--- config.mk ---
export PLATFORM = sky130hd
export DESIGN_NAME = popcount_dma_engine
export DESIGN_NICKNAME = d
export VERILOG_FILES = /design/src/rtl/popcount_dma_engine.sv
export SDC_FILE = /design/constraint.sdc
export NUM_CORES = 1
export LEC_CHECK = 0
export BUFFER_PORTS_ARGS = -buffer_cell sky130_fd_sc_hd__buf_2
export CAP_MARGIN = 30
export CELL_PAD_IN_SITES_DETAIL_PLACEMENT = 0
export CELL_PAD_IN_SITES_GLOBAL_PLACEMENT = 1
export CORE_UTILIZATION = 43
export CTS_CLUSTER_DIAMETER = 40
export DETAILED_ROUTE_END_ITERATION = 8
export HOLD_SLACK_MARGIN = 0.08
export PLACE_DENSITY = 0.92
export SLEW_MARGIN = 0
export SYNTH_ARGS = -nofsm -noshare
export SYNTH_HDL_FRONTEND = slang
export SYNTH_SLANG_ARGS = --single-unit
--- constraint.sdc ---
create_clock -name clk -period 10.4 [get_ports clk]
set_clock_uncertainty 0.05 [all_clocks]
set_input_delay 1.56 -clock clk [delete_from_list [all_inputs] [get_ports clk]]
set_output_delay 1.56 -clock clk [all_outputs]
set_load 0.1 [all_outputs]
--- src/rtl/popcount_dma_engine.sv ---
// Popcount offload engine: streams words from a source array over a single-port
// memory, counts set bits BPC at a time and writes each count to a destination array.
module popcount_dma_engine #(
    parameter  int DATA_W     = 32,
    parameter  int ADDR_W     = 32,
    parameter  int BPC        = 1,
    parameter  int EARLY_EXIT = 0,
    parameter  int LEN_W      = 16,
    parameter  int PERF_W     = 32,
    localparam int CNT_W      = $clog2(DATA_W + 1)
) (
    input  logic              clk,
    input  logic              reset,
    input  logic              start,
    input  logic [ADDR_W-1:0] src_base,
    input  logic [ADDR_W-1:0] dst_base,
    input  logic [LEN_W-1:0]  num_elems,
    output logic              busy,
    output logic              done,
    output logic              mem_req,
    output logic              mem_we,
    output logic [ADDR_W-1:0] mem_addr,
    output logic [DATA_W-1:0] mem_wdata,
    input  logic              mem_gnt,
    input  logic              mem_rvalid,
    input  logic [DATA_W-1:0] mem_rdata,
    output logic [LEN_W-1:0]  elem_idx,
    output logic [CNT_W-1:0]  last_count,
    output logic [PERF_W-1:0] last_elem_cycles,
    output logic [PERF_W-1:0] total_cycles
);

    localparam int                BEATS     = DATA_W / BPC;
    localparam int                BEAT_W    = $clog2(BEATS + 1);
    localparam int                BYTES     = DATA_W / 8;
    localparam logic [ADDR_W-1:0] ADDR_STEP = ADDR_W'(BYTES);
    localparam logic [BEAT_W-1:0] LAST_BEAT = BEAT_W'(BEATS - 1);

    typedef enum logic [2:0] {
        S_IDLE    = 3'd0,
        S_RD_REQ  = 3'd1,
        S_RD_WAIT = 3'd2,
        S_COUNT   = 3'd3,
        S_WR_REQ  = 3'd4,
        S_DONE    = 3'd5
    } state_t;

    state_t             state_r;
    logic [ADDR_W-1:0]  src_ptr_r;
    logic [ADDR_W-1:0]  dst_ptr_r;
    logic [LEN_W-1:0]   num_r;
    logic [DATA_W-1:0]  shift_r;
    logic [CNT_W-1:0]   acc_r;
    logic [BEAT_W-1:0]  beat_r;
    logic [PERF_W-1:0]  elem_cyc_r;

    logic [CNT_W-1:0]   acc_next_s;
    logic [DATA_W-1:0]  shift_next_s;
    logic               count_exit_s;
    logic               last_elem_s;
    logic [PERF_W-1:0]  elem_cyc_inc_s;
    logic [PERF_W-1:0]  total_inc_s;

    function automatic logic [CNT_W-1:0] popcount_slice(input logic [BPC-1:0] bits);
        logic [CNT_W-1:0] sum;
        sum = '0;
        for (int i = 0; i < BPC; i++) begin
            sum = sum + CNT_W'(bits[i]);
        end
        return sum;
    endfunction

    // Next-step datapath values and saturating counter increments
    always_comb begin
        acc_next_s   = acc_r + popcount_slice(shift_r[BPC-1:0]);
        shift_next_s = shift_r >> BPC;
        if (beat_r == LAST_BEAT) begin
            count_exit_s = 1'b1;
        end else if ((EARLY_EXIT != 0) && (shift_next_s == '0)) begin
            count_exit_s = 1'b1;
        end else begin
            count_exit_s = 1'b0;
        end
        last_elem_s = ((elem_idx + LEN_W'(1)) == num_r);
        if (elem_cyc_r == '1) begin
            elem_cyc_inc_s = elem_cyc_r;
        end else begin
            elem_cyc_inc_s = elem_cyc_r + PERF_W'(1);
        end
        if (total_cycles == '1) begin
            total_inc_s = total_cycles;
        end else begin
            total_inc_s = total_cycles + PERF_W'(1);
        end
    end

    // Job sequencer with registered memory-port and status outputs
    always_ff @(posedge clk or posedge reset) begin
        if (reset) begin
            state_r          <= S_IDLE;
            busy             <= 1'b0;
            done             <= 1'b0;
            mem_req          <= 1'b0;
            mem_we           <= 1'b0;
            mem_addr         <= '0;
            mem_wdata        <= '0;
            elem_idx         <= '0;
            last_count       <= '0;
            last_elem_cycles <= '0;
            total_cycles     <= '0;
            src_ptr_r        <= '0;
            dst_ptr_r        <= '0;
            num_r            <= '0;
            shift_r          <= '0;
            acc_r            <= '0;
            beat_r           <= '0;
            elem_cyc_r       <= '0;
        end else begin
            done <= 1'b0;
            if (busy) begin
                total_cycles <= total_inc_s;
                elem_cyc_r   <= elem_cyc_inc_s;
            end
            case (state_r)
                S_IDLE: begin
                    if (start) begin
                        src_ptr_r    <= src_base;
                        dst_ptr_r    <= dst_base;
                        num_r        <= num_elems;
                        elem_idx     <= '0;
                        total_cycles <= '0;
                        if (num_elems == '0) begin
                            state_r <= S_DONE;
                            done    <= 1'b1;
                        end else begin
                            state_r    <= S_RD_REQ;
                            busy       <= 1'b1;
                            mem_req    <= 1'b1;
                            mem_we     <= 1'b0;
                            mem_addr   <= src_base;
                            elem_cyc_r <= '0;
                        end
                    end
                end
                S_RD_REQ: begin
                    if (mem_gnt) begin
                        mem_req <= 1'b0;
                        state_r <= S_RD_WAIT;
                    end
                end
                S_RD_WAIT: begin
                    if (mem_rvalid) begin
                        shift_r <= mem_rdata;
                        acc_r   <= '0;
                        beat_r  <= '0;
                        state_r <= S_COUNT;
                    end
                end
                S_COUNT: begin
                    acc_r   <= acc_next_s;
                    shift_r <= shift_next_s;
                    beat_r  <= beat_r + BEAT_W'(1);
                    if (count_exit_s) begin
                        state_r   <= S_WR_REQ;
                        mem_req   <= 1'b1;
                        mem_we    <= 1'b1;
                        mem_addr  <= dst_ptr_r;
                        mem_wdata <= DATA_W'(acc_next_s);
                    end
                end
                S_WR_REQ: begin
                    if (mem_gnt) begin
                        mem_req          <= 1'b0;
                        mem_we           <= 1'b0;
                        last_count       <= acc_r;
                        // elem_cyc_r has not yet counted this grant cycle
                        last_elem_cycles <= elem_cyc_inc_s;
                        elem_idx         <= elem_idx + LEN_W'(1);
                        src_ptr_r        <= src_ptr_r + ADDR_STEP;
                        dst_ptr_r        <= dst_ptr_r + ADDR_STEP;
                        if (last_elem_s) begin
                            state_r <= S_DONE;
                            busy    <= 1'b0;
                            done    <= 1'b1;
                        end else begin
                            state_r    <= S_RD_REQ;
                            mem_req    <= 1'b1;
                            mem_addr   <= src_ptr_r + ADDR_STEP;
                            elem_cyc_r <= '0;
                        end
                    end
                end
                S_DONE: begin
                    state_r <= S_IDLE;
                end
                default: begin
                    state_r <= S_IDLE;
                    busy    <= 1'b0;
                    mem_req <= 1'b0;
                    mem_we  <= 1'b0;
                end
            endcase
        end
    end

endmodule

# After elaboration in Yosys (flattened, before gate mapping)
# Index checks and enable logic that the tools add are counted.
# totals
regBits	287
input_bits	117
out_inout_bits	154
elab_cells	121
# classes
n_addsub	7
n_eq_ne	17
muxes	58
bitwise_logic	3
reduce_logical	18
# op_table
cell	n
$mux 32	20
$pmux 32 s2	4
$pmux 32 s3	1
$add 32x1->32 const B	2
$add 32x3->32 const B	2
$eq 32x32->1 const B	2
$mux 16	2
$pmux 16 s2	1
$pmux 6 s2	2
$mux 3	7
$add 16x1->16 const B	1
$eq 16x16->1	1
$logic_not 16->1	1
$ne 2x2->1 const B	8
$mux 1	15
$pmux 3 s5	1
$reduce_and 5->1	3
$reduce_and 6->1	2
$reduce_and 2->1	4
$add 6x1->6	1
$add 6x1->6 const B	1
$eq 3x2->1 const B	2
$eq 3x3->1 const B	2
$eq 6x5->1 const B	1
other kinds (14)	17

# Depth between registers and ports, before layout
# Gate-level depths: netlist of run 1.
# depth
ltp_word	6
depth_mapped	10
mapped_depth_nobuf	8

# Worst setup path after synthesis of run 1
# Ideal clock, no wire load.
# synth_path
kind	reg-to-reg
from	register elem_idx[0]
to	register mem_addr[16]
setup_time_ns	0.126
arrival_ns	3.237
required_ns	10.224
path_slack_ns	6.986
stages_incl_launch_ff	10
n_path_buf	1
synth_period_minus_slack_ns	3.414
cell_sequence	dfrtp_1 > ha_1 > nand3_4 > or3_1 > a211oi_1 > nand4_1 > nor4_2 > nor2b_2 > clkbuf_8 > mux2_4
# synth_via
elab_chain_len	4
# synth_lines
element	line_no	rtl
start: declaration	27	output logic [LEN_W-1:0] elem_idx,
start signal: assignment	178	elem_idx <= elem_idx + LEN_W'(1);
$add 16x1->16	84	last_elem_s = ((elem_idx + LEN_W'(1)) == num_r);
$eq 16x16->1	84	
$ne 2x2->1 (no source line)	n/a	
$reduce_and 6->1 (no source line)	n/a	
end signal: assignment	140	mem_addr <= src_base;
end signal: assignment	167	mem_addr <= dst_ptr_r;
end signal: assignment	188	mem_addr <= src_ptr_r + ADDR_STEP;
end: declaration	22	output logic [ADDR_W-1:0] mem_addr,
# No other way between the ends.
# A chain may end at the register's enable or synchronous reset.

# Worst setup path in the final report of run 1
# layout_path
from	register elem_idx[0]
to	register mem_addr[7]
# The elaborated chain is that of the path after synthesis.

==> results.json, run 1 <==
{
  "worstSetupEndpoint": "mem_addr[7]$_DFFE_PP0P_",
  "synth_warnings": 0,
  "grt_usage_pct": 22.69,
  "rsz0062_at_grt": "false",
  "r2r_cells": 9,
  "hold_viol": 0,
  "cp-end-kind": "register",
  "clk_pin_slew_ns": 0.05,
  "start_util_pct": 43.64,
  "fin_crit_sh_pct": 33.30,
  "core-area_um2": 35480,
  "fp.dieW_um": 191.8,
  "rr_endpoint": "mem_addr[7]$_DFFE_PP0P_",
  "final_util_pct": 52.62,
  "clockRootBuffer": "clkbuf_16",
  "numPortBuffers": 244,
  "grt_busiest_layer": "met2",
  "slowest_stage": "nor4_2",
  "status": "completed",
  "async_reset_ff_share_pct": 100.0,
  "met1_usage_pct": 30.68,
  "syn2layout_area_growth_pct": 20.57,
  "placed_area_um2": 16940,
  "avgSynthCellArea_um2": 8.804,
  "gr-usage-met2_pct": 34.59,
  "ys_top_cells_by_area": "dfrtp_1, nand2_1, o21ai_0",
  "die_height_um": 191.8,
  "drv_slew": 0,
  "cts_setup_buffers": 0,
  "cts_buffer_depth": 3,
  "vias_per_cell": 5.542,
  "ys_ff_latch": 287,
  "fin_area_um2": 18670,
  "route.vias.total": 13722,
  "drc": 0,
  "routedWlPerCell_um": 17.08,
  "r2r_start": "elem_idx[0]$_DFFE_PP0P_",
  "grt_pass1_vias": 12999,
  "hp-class": "reg -> reg",
  "drive_above_1_share_pct": 20.29,
  "pin_count": 271,
  "fillers": 3315,
  "hpwl_mm": 27.89,
  "ff2ff_setup_slack_ns": 6.94,
  "max_freq_mhz": 288.8,
  "seqCellArea_um2": 7182,
  "antenna_found_initial": 9,
  "worstHoldStart": "shift_r[24]$_DFFE_PP0P_",
  "max-vdd-ir-drop_uv": 242.8,
  "setup.worst_path.start_class": "register",
  "leakage_nw": 8.590,
  "setup_tns_ns": 0,
  "setup.worst_path.start": "elem_idx[0]$_DFFE_PP0P_",
  "cts_hold_buffers": 0,
  "crit_type": "reg -> reg",
  "fin_nets": 2091,
  "grt-ovfl-total": 0,
  "wl_mm": 42.28,
  "netlist_instances": 1759,
  "post_cts_resized": 0,
  "cts_buffers": 50,
  "gp_congestion": 0.8730,
  "synth_seq_area_share_pct": 46.38,
  "die_area_um2": 36780,
  "critPathMaxFanout": 16,
  "fin_crit_ns": 3.463,
  "crit_chain": "ha_1 -> nand3_4 -> or3_1 -> a211oi_1 -> nand4_1 -> nor4_2 -> nor2b_4 -> buf_16 -> mux2_2",
  "drt-initial-drc-count": 987,
  "crit_required_ns": 10.80,
  "worst_pin_slew_ns": 0.9769,
  "powerDensity_nw_per_um2": 301.4,
  "synth.most_common_cell": "nand2_1",
  "synth_edf_count": 0,
  "row_count": 69,
  "use_met3_pct": 5.938,
  "drv_cap": 0,
  "cts_sinks": 287,
  "drt_pre_antenna_iters": 8,
  "synth_top_cell_by_area": "dfrtp_1",
  "multi_input_area_um2": 7749,
  "yosys_most_used_dff": "dfrtp_1",
  "ant_nets": 0,
  "cts_max_level": 2,
  "cp.arrival_ns": 3.86,
  "synth.distinct_cells": 69,
  "cts_tree": "done",
  "yosys.area.top_type_share_pct": 46.38,
  "max_stage_delay_ns": 0.57,
  "grt_max_degree": 168,
  "maxSlewHeadroom_pct": 34.87,
  "grt_pass1_wl_mm": 67.07,
  "yosys-top-cells-count": "nand2_1, dfrtp_1, nor2_1",
  "worstSkewPairLatency_ns": 0.58,
  "syn-cell-area_um2": 15490,
  "setup_viol": 0
}
worst max-delay path: cells and delay by family, from the launching register on:
family	cells	cell delay, ns
and+or+nand+nor	5	1.54
DFF	1	0.51
adders and majority gates	1	0.36
AOI/OAI and AO/OA	1	0.36
muxes	1	0.28
buffers and inverters	1	0.23
worst min path at each step:
| stage | cells past startpoint | slack [ns] | end |
|---|---|---|---|
| after global placement | 2 | 0.40 | shift_r[0]$_DFFE_PP0P_ |
| after detailed placement | 2 | 0.41 | shift_r[3]$_DFFE_PP0P_ |
| final | 2 | 0.41 | shift_r[23]$_DFFE_PP0P_ |
| after floorplan | 2 | 0.39 | shift_r[30]$_DFFE_PP0P_ |
| after CTS | 2 | 0.42 | shift_r[23]$_DFFE_PP0P_ |
| after global routing | 2 | 0.44 | shift_r[0]$_DFFE_PP0P_ |
layout make-up:
type,count,area share [%]
sequential,287,38.46
clock buffer,70,7.800
tap,461,3.089
multi-input combinational,1352,41.50
timing repair buffer,261,7.505
clock inverter,22,1.199
antenna,9,0.1206
inverter,14,0.3217
power by group:
| group | internal, mW | switching, mW | total (mW) |
|---|---|---|---|
| clock | 1.05 | 0.574 | 1.62 |
| sequential | 1.46 | 0.347 | 1.81 |
| combinational | 0.608 | 1.59 | 2.20 |
| total | 3.11 | 2.51 | 5.63 |
state kept, by name, indices dropped and copies added, names as in the netlist, 16 cells and up:
register and flops:
src_ptr_r 32, num_r 16, mem_addr 32, last_elem_cycles 32, elem_cyc_r 32, dst_ptr_r 32
elem_idx 16, shift_r 32, total_cycles 32
metal layers:
layer / up-vias / wire length, µm
li1: 6569 / -
met1: 6639 / 18790
met2: 431 / 19270
met3: 81 / 2974
met4: 2 / 1234
met5: - / 13
cells in the final DEF, fill, tap and decap left out, drive strengths merged, types with 51 or more instances in the layout:
cell,Yosys,routed
dfrtp,287,287
a21oi,96,96
a22oi,67,67
o21ai,147,147
xnor2,51,51
xor2,81,81
clkbuf,86,70
nand2,323,323
buf,45,261
nor2,167,167
nand3,81,81
metrics by stage:
step,power (mW),hold slack [ns],cells,worst slack [ns]
finish,5.628,0.4096,2476,6.937
global route,5.931,0.4365,2473,6.761
CTS,5.655,0.4179,2466,7.011
detailed placement,4.005,0.4075,2374,6.521
global placement,3.937,0.3978,2373,6.375
floorplan,3.512,0.3891,1784,0.8693
cells by family (layout without fill, tap and decap cells):
kind of cell | count (synthesis) | in the layout | synth area share, %
and+or+nand+nor | 737 | 737 | 21.93
AOI/OAI and AO/OA | 411 | 411 | 16.30
DFF | 287 | 287 | 46.38
buffers and inverters | 145 | 367 | 4.468
xor gates and xnor gates | 132 | 132 | 7.514
muxes | 38 | 38 | 2.747
adders and majority gates | 8 | 8 | 0.6464
other | 1 | 35 | 0.02422
No activity file was read; power rests on OpenSTA's default activity.
==> run 2: changes to the inputs <==
--- a/config.mk
+++ b/config.mk
@@ -9,11 +9,11 @@
 export CAP_MARGIN = 30
 export CELL_PAD_IN_SITES_DETAIL_PLACEMENT = 0
 export CELL_PAD_IN_SITES_GLOBAL_PLACEMENT = 1
-export CORE_UTILIZATION = 43
+export CORE_UTILIZATION = 39
 export CTS_CLUSTER_DIAMETER = 40
 export DETAILED_ROUTE_END_ITERATION = 8
 export HOLD_SLACK_MARGIN = 0.08
-export PLACE_DENSITY = 0.92
+export PLACE_DENSITY = 0.89
 export SLEW_MARGIN = 0
 export SYNTH_ARGS = -nofsm -noshare
 export SYNTH_HDL_FRONTEND = slang
==> constraint.sdc (replaced) <==
create_clock -name clk -period 3.05 [get_ports clk]
set_clock_uncertainty 0.05 [all_clocks]
set_input_delay 0.4575 -clock clk [delete_from_list [all_inputs] [get_ports clk]]
set_output_delay 0.4575 -clock clk [all_outputs]
set_load 0.1 [all_outputs]
==> run 2 against run 1 <==
Global-route usage fell by 0.58 points. Combinational power increased to 3.6 times the previous value. Count of clock-buffer cells in the layout fell by 7. Utilization decreased by 1.6 points. Sequential power rose to 3.4 times the previous value. Wire length grew 7.0%. Critical path type unchanged. Critical endpoint is now mem_addr[16]$_DFFE_PP0P_. Largest cell class unchanged.
==> results.json, run 2 (synthesis results as in run 1) <==
{
  "cpLargestDelayFamily": "simple AND/OR/NAND/NOR gates",
  "grt_usage_pct": 22.11,
  "switching_share_pct": 44.84,
  "antenna_found_initial": 7,
  "hold_viol": 0,
  "path_buf_inv": 1,
  "finalNonFillerCells": 2639,
  "rr_endpoint": "mem_addr[16]$_DFFE_PP0P_",
  "final_cell_mix": "nand2_1, dfrtp_1, buf_2, nor2_1, o21ai_0",
  "route.vias.total": 14110,
  "grt_max_degree": 99,
  "drv_cap": 0,
  "met1_usage_pct": 30.37,
  "max_stage_delay_ns": 0.60,
  "drc": 0,
  "die_height_um": 201.3,
  "core-area_um2": 38920,
  "cts_buffer_depth": 3,
  "layout_commonest_cell": "nand2_1",
  "cts_max_level": 2,
  "comb_power_share_pct": 39.5,
  "fin_crit_sh_pct": 95.58,
  "pwr-share-seq_pct": 30.8,
  "placed_area_um2": 17480,
  "die_area_um2": 40510,
  "fillers": 3588,
  "grt_pass1_wl_mm": 72.80,
  "drv_slew": 0,
  "clk_pin_slew_ns": 0.05,
  "row_count": 72,
  "clockRootBuffer": "clkbuf_16",
  "grt_pass1_vias": 13719,
  "start_util_pct": 39.79,
  "cp-end-kind": "register",
  "critPathMaxFanout": 24,
  "cts_tree": "done",
  "r2r_start": "elem_idx[4]$_DFFE_PP0P_",
  "setup.worst_path.start_class": "register",
  "fin_nets": 2199,
  "fin_crit_ns": 2.915,
  "hp-class": "in -> reg",
  "status": "completed",
  "r2r_cells": 8,
  "drt-initial-drc-count": 915,
  "p_switching_mw": 8.907,
  "use_met3_pct": 4.584,
  "max_freq_mhz": 343.0,
  "maxSlewHeadroom_pct": 47.65,
  "min_to": "dst_ptr_r[11]$_DFFE_PP0P_",
  "vias_per_cell": 5.347,
  "setup_viol": 0,
  "syn2layout_area_growth_pct": 28.34,
  "hold_depth": 3,
  "wl_mm": 45.24,
  "fp.dieW_um": 201.3,
  "grt_busiest_layer": "met2",
  "power_frac_clock_pct": 29.7,
  "drt_pre_antenna_iters": 6,
  "ff2ff_setup_slack_ns": 0.13,
  "leakage_nw": 9.143,
  "grt-ovfl-total": 0,
  "cts_buffers": 52,
  "crit_type": "reg -> reg",
  "rsz0062_at_grt": "false",
  "slowest_stage": "or4_4",
  "gp_congestion": 0.9253,
  "routedWlPerCell_um": 17.14,
  "crit_required_ns": 3.46,
  "worst_pin_slew_ns": 0.7852,
  "fin_area_um2": 19880,
  "numPortBuffers": 244,
  "crit_chain": "nand3_1 -> or4_4 -> xnor2_2 -> nand4_1 -> nor4_4 -> nor2b_4 -> buf_12 -> mux2_4",
  "pin_count": 271,
  "hpwl_mm": 30.70,
  "intPower_mw": 10.96,
  "gr-usage-met2_pct": 34.00,
  "drive_above_1_share_pct": 22.53,
  "cts_sinks": 287,
  "worstHoldStart": "dst_base[11]",
  "powerDensity_nw_per_um2": 999.4,
  "max-vdd-ir-drop_uv": 817.0,
  "cp.arrival_ns": 3.33,
  "ant_nets": 0,
  "worstSkewPairLatency_ns": 0.60,
  "place_inst": 2486,
  "hold_ws_ns": 0.1054
}
==> run 2: cell count changes in the layout (fill, tap and decap cells not counted), sizes merged <==
cell / before / now
buf: 261 / 315
clkbuf: 70 / 63
clkinvlp: 5 / 8
diode: 9 / 4
inv: 17 / 25
bufinv: 3 / 4
dlygate4sd3: 0 / 52
==> run 2: layout make-up <==
cell class / instances / area, µm² / share of cell area (%)
multi-input cells: 1352 / 7795 / 39.22
clock inverters: 34 / 399.1 / 2.008
diodes: 4 / 10.01 / 0.05036
flip-flops and latches: 287 / 7183 / 36.14
inverters: 14 / 56.30 / 0.2833
clock buffers: 63 / 1414 / 7.114
well taps: 518 / 648.1 / 3.261
repair buffers: 367 / 2370 / 11.92
==> run 2: stage by stage <==
stage / power (mW) / setup slack (ns) / setup TNS (ns) / util (%)
CTS: 20.01 / 0.02592 / 0 / 50.97
global placement: 13.70 / -0.1045 / -3.571 / 44.84
finish: 19.86 / 0.1348 / 0 / 51.07
floorplan: 11.98 / -1.263 / -378.29 / -
global route: 20.98 / 0.005865 / 0 / 51.07
detailed placement: 13.90 / -0.08893 / -1.683 / 44.93
==> run 2: power groups by stage <==
stage	Clock (mW)	Combinational [mW]	Sequential [mW]
4_1_cts	6.05	7.85	6.10
5_1_grt	6.24	8.46	6.29
3_3_place_gp	0	7.60	6.11
3_5_place_dp	0	7.76	6.14
6_report	5.90	7.84	6.12
2_1_floorplan	0	3.67	8.30
==> run 2: what timing repair did <==
action | in CTS | in global routing
hold endpoints to repair | 59 | 0
gates resized for setup | 3 | 7
setup endpoints to repair | 34 | 32
setup buffers | 0 | 0
hold buffers | 52 | 0
pin swaps | 0 | 4
==> run 2: worst max path at each step <==
stage                            startpoint                        to  depth (start not counted)
finish              elem_idx[4]$_DFFE_PP0P_  mem_addr[16]$_DFFE_PP0P_                          8
global route        elem_idx[4]$_DFFE_PP0P_  mem_addr[16]$_DFFE_PP0P_                          9
CTS                 elem_idx[1]$_DFFE_PP0P_  mem_addr[16]$_DFFE_PP0P_                          9
detailed placement  elem_idx[1]$_DFFE_PP0P_  mem_addr[16]$_DFFE_PP0P_                          9
global placement    elem_idx[0]$_DFFE_PP0P_  mem_addr[13]$_DFFE_PP0P_                          8
floorplan                             reset      acc_r[0]$_DFFE_PP0P_                          1
==> run 2: worst register-to-register path, stage by stage (launching register included) <==
cell	delay (ns)
dfrtp_1	0.44
nand3_1	0.20
or4_4	0.60
xnor2_2	0.22
nand4_1	0.17
nor4_4	0.41
nor2b_4	0.16
buf_12	0.20
mux2_4	0.33
==> run 2: routing by layer <==
| layer | vias up | wire, µm |
|---|---|---|
| li1 | 6773 | - |
| met1 | 6841 | 20140 |
| met2 | 410 | 20920 |
| met3 | 80 | 2931 |
| met4 | 6 | 1215 |
| met5 | - | 30 |
==> run 3: changes to the inputs <==
--- a/config.mk
+++ b/config.mk
@@ -9,6 +9,7 @@
 export CAP_MARGIN = 30
 export CELL_PAD_IN_SITES_DETAIL_PLACEMENT = 0
 export CELL_PAD_IN_SITES_GLOBAL_PLACEMENT = 1
+export CORE_ASPECT_RATIO = 1.4
 export CORE_UTILIZATION = 39
 export CTS_CLUSTER_DIAMETER = 40
 export DETAILED_ROUTE_END_ITERATION = 8
==> run 3 against run 2 <==
Worst hold slack lost 0.065 ns. Clock power shrank 15%. Combinational power is essentially flat. Register-to-register slack is essentially flat. Critical path depth grew 2. Power shrank 4.7%. Die area is essentially flat. Wire length shrank 1.6%. Final cell count shrank 1.9%. First-iteration DRC count grew 6.4%. Non-clock buffer count shrank 33. Sequential cell count is the same. Critical endpoint is now mem_addr[5]$_DFFE_PP0P_. Highest routed layer unchanged.
==> results.json, run 3 (synthesis results as in run 1) <==
{
  "status": "completed",
  "hold_viol": 0,
  "powerDensity_nw_per_um2": 987.3,
  "max_freq_mhz": 342.7,
  "vias_per_cell": 5.396,
  "grt_pass1_wl_mm": 71.53,
  "crit_required_ns": 3.41,
  "setup.worst_path.start_class": "register",
  "die_height_um": 237.8,
  "ant_nets": 0,
  "cts_sinks": 287,
  "cts_buffer_depth": 3,
  "grt_usage_pct": 22.16,
  "final_cell_mix": "nand2_1, dfrtp_1, buf_2, nor2_1, o21ai_0",
  "r2r_start": "elem_idx[0]$_DFFE_PP0P_",
  "grt-ovfl-total": 0,
  "antenna_found_initial": 7,
  "max_stage_delay_ns": 0.38,
  "critPathMaxFanout": 16,
  "path_buf_inv": 2,
  "crit_type": "reg -> reg",
  "fin_crit_ns": 2.918,
  "drc": 0,
  "worst_pin_slew_ns": 0.7890,
  "cpLargestDelayFamily": "simple AND/OR/NAND/NOR gates",
  "fin_area_um2": 19160,
  "drive_above_1_share_pct": 21.80,
  "final_util_pct": 48.79,
  "grt_max_degree": 126,
  "start_util_pct": 39.43,
  "core-area_um2": 39280,
  "setup.worst_path.start": "elem_idx[0]$_DFFE_PP0P_",
  "syn2layout_area_growth_pct": 23.75,
  "placed_area_um2": 17410,
  "die_area_um2": 40520,
  "slowest_stage": "or3_1",
  "drt-initial-drc-count": 974,
  "setup_viol": 0,
  "drv_cap": 0,
  "max-vdd-ir-drop_uv": 964.7,
  "wl_mm": 44.53,
  "cts_buffers": 41,
  "routedWlPerCell_um": 17.20,
  "drt_pre_antenna_iters": 5,
  "place_inst": 2489,
  "clockRootBuffer": "clkbuf_16",
  "route.vias.total": 13971,
  "finalNonFillerCells": 2589,
  "grt_pass1_vias": 13713,
  "hp-class": "in -> async",
  "leakage_nw": 8.842,
  "numPortBuffers": 244,
  "gp_congestion": 0.9008,
  "hpwl_mm": 30.80,
  "clk_pin_slew_ns": 0.06,
  "fp.dieW_um": 170.4,
  "drv_slew": 0,
  "worstSkewPairLatency_ns": 0.55,
  "pin_count": 271,
  "cts_tree": "done",
  "fillers": 3748,
  "maxSlewHeadroom_pct": 47.40,
  "dp_slack_ns": -0.04679,
  "cp.arrival_ns": 3.28,
  "fin_crit_sh_pct": 95.68,
  "fin_nets": 2156,
  "setup_tns_ns": 0,
  "cts_max_level": 2,
  "finalWorstSetupSlack_ns": 0.1318,
  "crit_chain": "ha_1 -> nand3_4 -> or3_1 -> a211oi_1 -> nand4_1 -> nor4_4 -> buf_4 -> nor2b_4 -> buf_12 -> mux2_2",
  "row_count": 86,
  "cp-end-kind": "register",
  "layout_commonest_cell": "nand2_1"
}
-- run 3: changes by cell type in the layout (fill, tap and decap cells not counted), sizes merged --
cell and delta:
dlygate4sd3 -32, clkbuf -17, bufinv +2, diode -3
buf -1, nor2b +1, clkinv -2, clkinvlp -6
inv -2
-- run 3: worst paths after layout --
| check | to | depth (start not counted) | slack (ns) |
|---|---|---|---|
| worst max register to register | mem_addr[5]$_DFFE_PP0P_ | 10 | 0.13 |
| worst max-delay path | mem_addr[5]$_DFFE_PP0P_ | 10 | 0.13 |
| worst min register to register | shift_r[9]$_DFFE_PP0P_ | 2 | 0.40 |
| worst min-delay path | elem_idx[5]$_DFFE_PP0P_ | 3 | 0.04 |
| max in group asynchronous | shift_r[24]$_DFFE_PP0P_ | 3 | 2.25 |
| min in group clk | shift_r[4]$_DFFE_PP0P_ | 3 | 0.09 |
-- run 3: cell type report --
cell class / count / area (µm²) / area share, %
repair buffers: 334 / 2034 / 10.62
multi-input cells: 1353 / 7790 / 40.65
clock inverters: 26 / 351.6 / 1.835
flip-flops and latches: 287 / 7182 / 37.48
inverters: 14 / 56.30 / 0.2938
diodes: 1 / 2.502 / 0.01306
clock buffers: 46 / 1086 / 5.667
well taps: 528 / 660.6 / 3.447
-- run 3: worst min-delay path, stage by stage --
cell and delay (ns):
buf_2 0.11, clkinvlp_4 0.11, buf_12 0.41
-- run 3: power by group --
group	switching [mW]	internal (mW)
logic	5.55	2.25
clock network	1.89	3.12
registers	1.13	4.97
-- run 3: repair_timing --
item                                   4_1_cts  5_1_grt
hold buffers                                20        0
pin swaps                                    1        1
cloned                                       1        0
setup endpoints to repair                   47       47
gates resized for setup                      3        2
endpoints found under the hold margin       20        0
buffers inserted                             2        4
-- run 3: per-layer routing --
metal	track usage, %	part of all wire [%]
met1	25.78	39
met2	39.03	51
met3	4.262	5.6
met5	0	0.18
met4	10.07	4.1
-- run 3: per-stage QoR --
| stage | hold WS, ns | power (mW) |
|---|---|---|
| finish | 0.04022 | 18.92 |
| global route | 0.08531 | 19.94 |
| detailed placement | 0.4025 | 13.78 |
| global placement | 0.3962 | 13.59 |
| floorplan | 0.3891 | 11.98 |
| CTS | 0.08041 | 18.95 |
